<file path="src/rtl/seg7_scan_if.sv">
// Register-write port and display pins of the seven-segment scan controller.
// The master drives digit writes; the slave (the controller) drives the pins.
interface seg7_scan_if;
  logic       wr_en;
  logic [1:0] wr_addr;
  logic [5:0] wr_data;
  logic [3:0] an;
  logic [6:0] seg;
  logic       dp;
  logic [1:0] scan_idx;

  modport master (
    output wr_en, wr_addr, wr_data,
    input  an, seg, dp, scan_idx
  );

  modport slave (
    input  wr_en, wr_addr, wr_data,
    output an, seg, dp, scan_idx
  );
endinterface

</file>
<file path="src/rtl/seg7_scan_controller.sv">
// Four-digit seven-segment scanner: holds per-digit values written by the CPU and
// lights one anode at a time, with an all-dark gap between digits against ghosting.
module seg7_scan_controller #(
  parameter int REFRESH_CYCLES = 50000,
  parameter int GAP_CYCLES     = 16
) (
  input  logic       clk,
  input  logic       reset,
  seg7_scan_if.slave bus
);

  localparam int MAX_CYCLES = (REFRESH_CYCLES > GAP_CYCLES) ? REFRESH_CYCLES : GAP_CYCLES;
  localparam int CNT_W      = (MAX_CYCLES > 1) ? $clog2(MAX_CYCLES) : 1;
  localparam logic [CNT_W-1:0] GAP_LAST  = CNT_W'(GAP_CYCLES - 1);
  localparam logic [CNT_W-1:0] SHOW_LAST = CNT_W'(REFRESH_CYCLES - 1);
  localparam logic [5:0] DIGIT_BLANK = 6'b10_0000;

  typedef enum logic {
    ST_GAP,
    ST_SHOW
  } state_t;

  state_t           state, state_nxt;
  logic [CNT_W-1:0] cnt, cnt_nxt;
  logic [1:0]       idx, idx_nxt;
  logic [5:0]       digit [4];
  logic [5:0]       shown;

  logic [3:0] an_p1, an_nxt;
  logic [6:0] seg_p1, seg_nxt;
  logic       dp_p1, dp_nxt;

  function automatic logic [6:0] hex_to_seg(input logic [3:0] hex);
    logic [6:0] s;
    case (hex)
      4'h0: s = 7'b1000000;
      4'h1: s = 7'b1111001;
      4'h2: s = 7'b0100100;
      4'h3: s = 7'b0110000;
      4'h4: s = 7'b0011001;
      4'h5: s = 7'b0010010;
      4'h6: s = 7'b0000010;
      4'h7: s = 7'b1111000;
      4'h8: s = 7'b0000000;
      4'h9: s = 7'b0010000;
      4'hA: s = 7'b0001000;
      4'hB: s = 7'b0000011;
      4'hC: s = 7'b1000110;
      4'hD: s = 7'b0100001;
      4'hE: s = 7'b0000110;
      4'hF: s = 7'b0001110;
    endcase
    return s;
  endfunction

  // Scan sequencing: GAP and SHOW share one cycle counter.
  always_comb begin
    state_nxt = state;
    cnt_nxt   = cnt + 1'b1;
    idx_nxt   = idx;
    case (state)
      ST_GAP: begin
        if (cnt == GAP_LAST) begin
          state_nxt = ST_SHOW;
          cnt_nxt   = '0;
        end
      end
      ST_SHOW: begin
        if (cnt == SHOW_LAST) begin
          state_nxt = ST_GAP;
          cnt_nxt   = '0;
          idx_nxt   = idx + 2'd1;
        end
      end
      default: begin
        state_nxt = ST_GAP;
        cnt_nxt   = '0;
      end
    endcase
  end

  // Pins follow the upcoming state so the lit window lines up with the FSM, while
  // the digit value is the one held before the edge (a write shows one edge later).
  always_comb begin
    an_nxt  = 4'b1111;
    seg_nxt = 7'b1111111;
    dp_nxt  = 1'b1;
    shown   = digit[idx_nxt];
    if (state_nxt == ST_SHOW) begin
      an_nxt = ~(4'b0001 << idx_nxt);
      if (!shown[5]) begin
        seg_nxt = hex_to_seg(shown[3:0]);
        dp_nxt  = ~shown[4];
      end
    end
  end

  always_ff @(posedge clk) begin
    if (reset) begin
      for (int i = 0; i < 4; i++) begin
        digit[i] <= DIGIT_BLANK;
      end
    end else if (bus.wr_en) begin
      digit[bus.wr_addr] <= bus.wr_data;
    end
  end

  always_ff @(posedge clk) begin
    if (reset) begin
      state <= ST_GAP;
      cnt   <= '0;
      idx   <= 2'd0;
    end else begin
      state <= state_nxt;
      cnt   <= cnt_nxt;
      idx   <= idx_nxt;
    end
  end

  // Output register stage.
  always_ff @(posedge clk) begin
    if (reset) begin
      an_p1  <= 4'b1111;
      seg_p1 <= 7'b1111111;
      dp_p1  <= 1'b1;
    end else begin
      an_p1  <= an_nxt;
      seg_p1 <= seg_nxt;
      dp_p1  <= dp_nxt;
    end
  end

  assign bus.an       = an_p1;
  assign bus.seg      = seg_p1;
  assign bus.dp       = dp_p1;
  assign bus.scan_idx = idx;

endmodule
</file>
<file path="src/flat_wrapper.sv">
// flat-port wrapper written by rule: the top's interface ports become plain ports
module seg7_scan_controller_flat 
#(
  parameter int REFRESH_CYCLES = 50000,
  parameter int GAP_CYCLES     = 16
)
  (clk, reset, bus_wr_en, bus_wr_addr, bus_wr_data, bus_an, bus_seg, bus_dp, bus_scan_idx);
  seg7_scan_if bus_i ();
  input  logic clk;
  input  logic reset;
  input wire logic [$bits(bus_i.wr_en)-1:0] bus_wr_en;
  input wire logic [$bits(bus_i.wr_addr)-1:0] bus_wr_addr;
  input wire logic [$bits(bus_i.wr_data)-1:0] bus_wr_data;
  output wire logic [$bits(bus_i.an)-1:0] bus_an;
  output wire logic [$bits(bus_i.seg)-1:0] bus_seg;
  output wire logic [$bits(bus_i.dp)-1:0] bus_dp;
  output wire logic [$bits(bus_i.scan_idx)-1:0] bus_scan_idx;
  assign bus_i.wr_en = bus_wr_en;
  assign bus_i.wr_addr = bus_wr_addr;
  assign bus_i.wr_data = bus_wr_data;
  assign bus_an = bus_i.an;
  assign bus_seg = bus_i.seg;
  assign bus_dp = bus_i.dp;
  assign bus_scan_idx = bus_i.scan_idx;
  seg7_scan_controller #(.REFRESH_CYCLES(REFRESH_CYCLES), .GAP_CYCLES(GAP_CYCLES)) u_core (.clk(clk), .reset(reset), .bus(bus_i));
endmodule
</file>
<file path="config.mk">
export PLATFORM = sky130hd
export DESIGN_NAME = seg7_scan_controller_flat
export DESIGN_NICKNAME = d
export VERILOG_FILES = /design/src/rtl/seg7_scan_if.sv /design/src/rtl/seg7_scan_controller.sv /design/src/flat_wrapper.sv
export SDC_FILE = /design/constraint.sdc
export NUM_CORES = 1
export LEC_CHECK = 0
export ABC_AREA = 1
export CAP_MARGIN = 20
export CELL_PAD_IN_SITES_DETAIL_PLACEMENT = 0
export CELL_PAD_IN_SITES_GLOBAL_PLACEMENT = 1
export CORE_MARGIN = 5
export CORE_UTILIZATION = 43
export DETAILED_ROUTE_END_ITERATION = 7
export PLACE_DENSITY = 0.89
export SETUP_SLACK_MARGIN = 0.05
export SYNTH_ARGS = -nofsm -noshare
export SYNTH_HDL_FRONTEND = slang
export SYNTH_SLANG_ARGS = --single-unit
</file>
<file path="constraint.sdc">
create_clock -name clk -period 3.2 [get_ports clk]
set_clock_uncertainty 0.1 [all_clocks]
set_input_delay 0.96 -clock clk [delete_from_list [all_inputs] [get_ports clk]]
set_output_delay 0.96 -clock clk [all_outputs]
set_load 0.005 [all_outputs]
</file>
Yosys cells after proc, flatten, opt, wreduce, memory -nomap -nowiden
Memory sizes are Yosys's and may differ from the RTL's. A register that Yosys moved wholly into a read port is not among the register bits.
Index checks and enable logic that the tools add are counted.
{"block": "classes", "n_addsub": 2, "n_mul": 0, "n_div": 0, "n_lt_le_gt_ge": 0, "eq_ne": 2, "n_shift": 1, "mux": 16, "bitwise_logic": 4, "n_reduce_logical": 3}
{"cell": "$mux W16", "count": 2}
{"cell": "$pmux W16 S2", "count": 1}
{"cell": "$add A16 B1 Y16 const B", "count": 1}
{"cell": "$eq A16 B16 Y1 const B", "count": 1}
{"cell": "$eq A16 B4 Y1 const B", "count": 1}
{"cell": "$mux W1", "count": 8}
{"cell": "$mux W2", "count": 3}
{"cell": "$mux W6", "count": 1}
{"cell": "$reduce_or A6 Y1", "count": 1}
{"cell": "$not A4 Y4", "count": 1}
{"cell": "$shl A1 B2 Y4 const A", "count": 1}
{"cell": "$not A1 Y1", "count": 3}
{"cell": "$reduce_or A3 Y1", "count": 1}
{"cell": "$add A2 B1 Y2 const B", "count": 1}
{"cell": "$pmux W1 S2", "count": 1}
{"cell": "$reduce_or A2 Y1", "count": 1}
{"block": "totals", "regBits": 24, "latchBits": 0, "ram_bits": 24, "romBits": 112, "out_inout_bits": 14, "memories": 2}
{"name": "(no name shown)", "depth": 16, "width": 7, "read_ports": 1, "rd_clocked_by_memory_dff": 1, "wr": 0, "line": "seg7_scan_controller.sv:35", "source": "case (hex)"}
{"name": "u_core.digit", "depth": 4, "width": 6, "read_ports": 1, "rd_clocked_by_memory_dff": 0, "wr": 4, "line": "seg7_scan_controller.sv:26", "source": "logic [5:0] digit [4];"}

Depth between registers and ports, before layout
{"block": "depth", "word_depth": 5, "ltp_mapped": 17, "ltp_nobuf": 16}

Worst setup path after synthesis
OpenSTA, ideal clock, no wires.
{"block": "synth_path", "kind": "in2reg", "from": "in reset", "to": "mem u_core.digit[1][0], enable pin", "setup_time_ps": 318, "arrival_ps": 1835, "setup_slack_ps": 947, "stages": 8, "path_buffers": 1, "path_cell_list": "clkbuf_1 nor2_1 inv_1 nor2_1 inv_1 nor2_1 inv_1 nand2_1"}
{"item": "start, declared", "line": "flat_wrapper.sv:10", "source": "input logic reset;"}
{"item": "end, declared", "line": "seg7_scan_controller.sv:26"}

Worst setup path after layout
{"block": "layout_path", "from": "reg u_core.cnt[0]", "to": "reg u_core.seg_p1[1] (netlist: u_core.bus.seg[1])"}
{"block": "layout_between", "elab_chain_cells": 5, "word_cells_on_any_way": 10, "cone_classes": "eq/ne: 2; mux: 5; bitwise: 1; reduce/logical: 1; memory: 1"}
{"item": "start, declared", "line": "seg7_scan_controller.sv:24", "source": "logic [CNT_W-1:0] cnt, cnt_nxt;"}
{"item": "start signal, assigned", "line": "seg7_scan_controller.sv:115", "source": "cnt <= cnt_nxt;"}
{"item": "$eq A16 B16 Y1 or $eq A16 B4 Y1 (tied branches)", "line": "seg7_scan_controller.sv:69, seg7_scan_controller.sv:63"}
{"item": "$mux W2 (tied with other cells)", "line": "seg7_scan_controller.sv:69", "source": "if (cnt == SHOW_LAST) begin"}
{"item": "$mux W2 or $pmux W1 S2 (tied branches)", "line": "seg7_scan_controller.sv:61", "source": "case (state)"}
{"item": "$mem_v2 Z4 W6 or $not A1 Y1 (tied branches)"}
{"item": "$reduce_or A3 Y1 (no line)"}
{"item": "end, declared", "line": "seg7_scan_controller.sv:30", "source": "logic [6:0] seg_p1, seg_nxt;"}
Parallel ways exist; a longest one is shown, timed or not.
A chain may end at the register's enable or synchronous reset.

==> impl_metrics.tcl <==
set metrics [dict create \
    peakVddDrop_v 0.000191 \
    gr-usage-met3_pct 3.03 \
    viasPerCell 4.90 \
    io_pins 25 \
    synth_area_sq_um 2880 \
    grt.met2_usage_pct 23.6 \
    drt-initial-drc-count 117 \
    overflow 0 \
    synth_flop_cell "dfxtp_1" \
    synthDistinctLibCells 35 \
    synth.avg_cell_area_sq_um 7.99 \
    rows 29 \
    fp.dieW_microns 91.8 \
    htreeDepth 2 \
    drv_slew 0 \
    post_cts_buffers 0 \
    met1_usage_pct 18.3 \
    cp_max_fo 7 \
    dieArea_sq_um 8430 \
    cts.clk_slew.worst_paths_ps 100 \
    final_common_cell "nand2_1" \
    antenna_left 0 \
    status "complete, no violations" \
    ys_seq_area_share_pct 46.6 \
    comb_power_share_pct 9.0 \
    cp-end-kind "register" \
    track_usage_pct 14.2 \
    io_buffers 24 \
    root_buffer "clkbuf_8" \
    drive_gt1_share_pct 12.0 \
    clock_sinks 55 \
    cts_buffers 5 \
    firstDrtPassIters 4 \
    core-area_sq_um 6420 \
    cap_violations 0 \
    clk_latency_ps 310 \
    start_kind "register" \
    start_util_pct 44.8 \
    p_int_w 0.000957 \
    place_hpwl_mm 4.43 \
    wire_per_inst_microns 11.9 \
    grt_pass1_wl_mm 9.73 \
    switching_share_pct 24.5 \
    clock.fmax_mhz 403 \
    antenna_found_initial 0 \
    critPathRequiredTime_ps 3320 \
    postCtsHoldBufs 0 \
    drcViolationCount 0 \
    synth-async-reset-ratio_pct 0 \
    final_cells 469 \
    final_core_util_pct 51.4 \
    p_switching_w 0.000311 \
    hold_viol 0 \
    reg2regPathDepth 14 \
    synth_seq_cells 55 \
    finalCriticalPeriod_ps 2480 \
    syn2layout_area_growth_pct 14.6 \
    cts_buffer_depth 2 \
    dp.cells 461 \
    yosysWarningCount 0 \
    postCtsResizedCells 0 \
    whs_path_depth 1 \
    synth_edf_count 24 \
    rsz0062_at_grt "no" \
    period_share_pct 77.6 \
    netlist_instances 360 \
    synth_nets 378 \
    cts_tree "yes" \
    gp_congestion 0.885 \
    pwr-share-clk_pct 30.1 \
    total_power_w 0.00127 \
    final_nets 409 \
    path_class "register to register" \
    relSlewSlack_pct 53.1 \
    routed_wl_mm 5.59 \
    worstMarginPinSlew_ps 701 \
    cp_data_arrival_time_ps 2600 \
    worstHoldPathType "register to register" \
    leakagePower_nw 1.39 \
    n_antenna_cell 0 \
    busiest_layer "met2" \
    die-height_microns 91.8 \
    num_vias 2296 \
    seq_power_share_pct 60.9 \
    grt_pass1_vias 2125 \
    p_per_area_nw_per_um2 384 \
    finalSetupViolations 0 \
    grt_max_degree 18 \
    final_cell_mix "79 x nand2_1, 54 x nor2_1, 47 x inv_1" \
    fin_setup_tns_ps 0 \
]
==> stage by stage <==
step / setup WS [ps] / hold WS, ps / instance area [sq um]
after floorplan: 947 / 313 / 2880
after global placement: 549 / 328 / 3210
after detailed placement: 506 / 355 / 3210
after CTS: 685 / 369 / 3300
after global routing: 391 / 394 / 3300
final: 718 / 361 / 3300
==> flip-flops by register name, summed over array words and instances, names as in the netlist <==
name	count
u_core.digit	24
u_core.cnt	16
u_core.bus.seg	7
u_core.bus.an	4
u_core.bus.scan_idx	2
u_core.bus.dp	1
u_core.state	1
==> cells by family after synthesis <==
group	count (synthesis)	share of synthesized area [%]
simple gates	219	37.1
flops	55	46.6
buf+inv	54	7.83
compound gates	22	4.48
fa+ha+maj	7	3.04
xor+xnor	3	0.913
==> critical path, cell delays in order, from the launching register on <==
cell and delay (ps):
dfxtp_1 370, ha_1 210, nand3_2 150, nor2_4 230, nand3_4 140, nand2_1 80
nand2_1 170, nand3_1 140, nand2_1 70, nor2_2 200, ha_1 270, nand2_1 100
nor2_1 50, nor2_2 70, nand2_1 40
==> per-layer routing <==
metal	wire length [microns]	share of wire, %
met1	2670	48
met4	93	1.7
met3	232	4.2
met5	0	0
met2	2600	46
==> power by group through the flow <==
stage	combinational (W)	sequential, W	clock (W)
after global placement	0.000113	0.000787	0
after detailed placement	0.000114	0.000788	0
after floorplan	0.0000789	0.000783	0
after CTS	0.000115	0.000772	0.000389
final	0.000114	0.000772	0.000382
after global routing	0.000129	0.000775	0.000420
==> cell type report <==
| class | count | area, sq um |
|---|---|---|
| Timing Repair Buffer | 29 | 278 |
| Inverter | 49 | 184 |
| Multi-Input combinational cell | 251 | 1310 |
| Fill cell | 630 | 3120 |
| Clock buffer | 5 | 68.8 |
| Sequential cell | 55 | 1340 |
| Tap cell | 77 | 96.3 |
| Clock inverter | 3 | 18.8 |
==> Yosys cell counts, types with 5 or more instances <==
cell type,count,share of area [%]
edfxtp_1,24,25
o21ai_0,5,0.87
inv_1,47,6.1
nor2_1,54,7.0
nand3_1,38,6.6
dfxtp_1,31,22
ha_1,7,3.0
nor3_1,11,1.9
nand2_2,10,2.2
a21oi_1,7,1.2
nor2_2,5,1.1
nand2_1,79,10
==> worst paths after layout <==
path / start / end / slack [ps]
worst max-delay path: u_core.cnt[0]$_SDFF_PP0_ / u_core.bus.seg[1]$_SDFF_PP1_ / 720
worst min-delay path: u_core.cnt[0]$_SDFF_PP0_ / u_core.cnt[0]$_SDFF_PP0_ / 360
worst max register to register: u_core.cnt[0]$_SDFF_PP0_ / u_core.bus.seg[1]$_SDFF_PP1_ / 720
worst min register to register: u_core.cnt[0]$_SDFF_PP0_ / u_core.cnt[0]$_SDFF_PP0_ / 360
(Power assumes the default switching activity.)
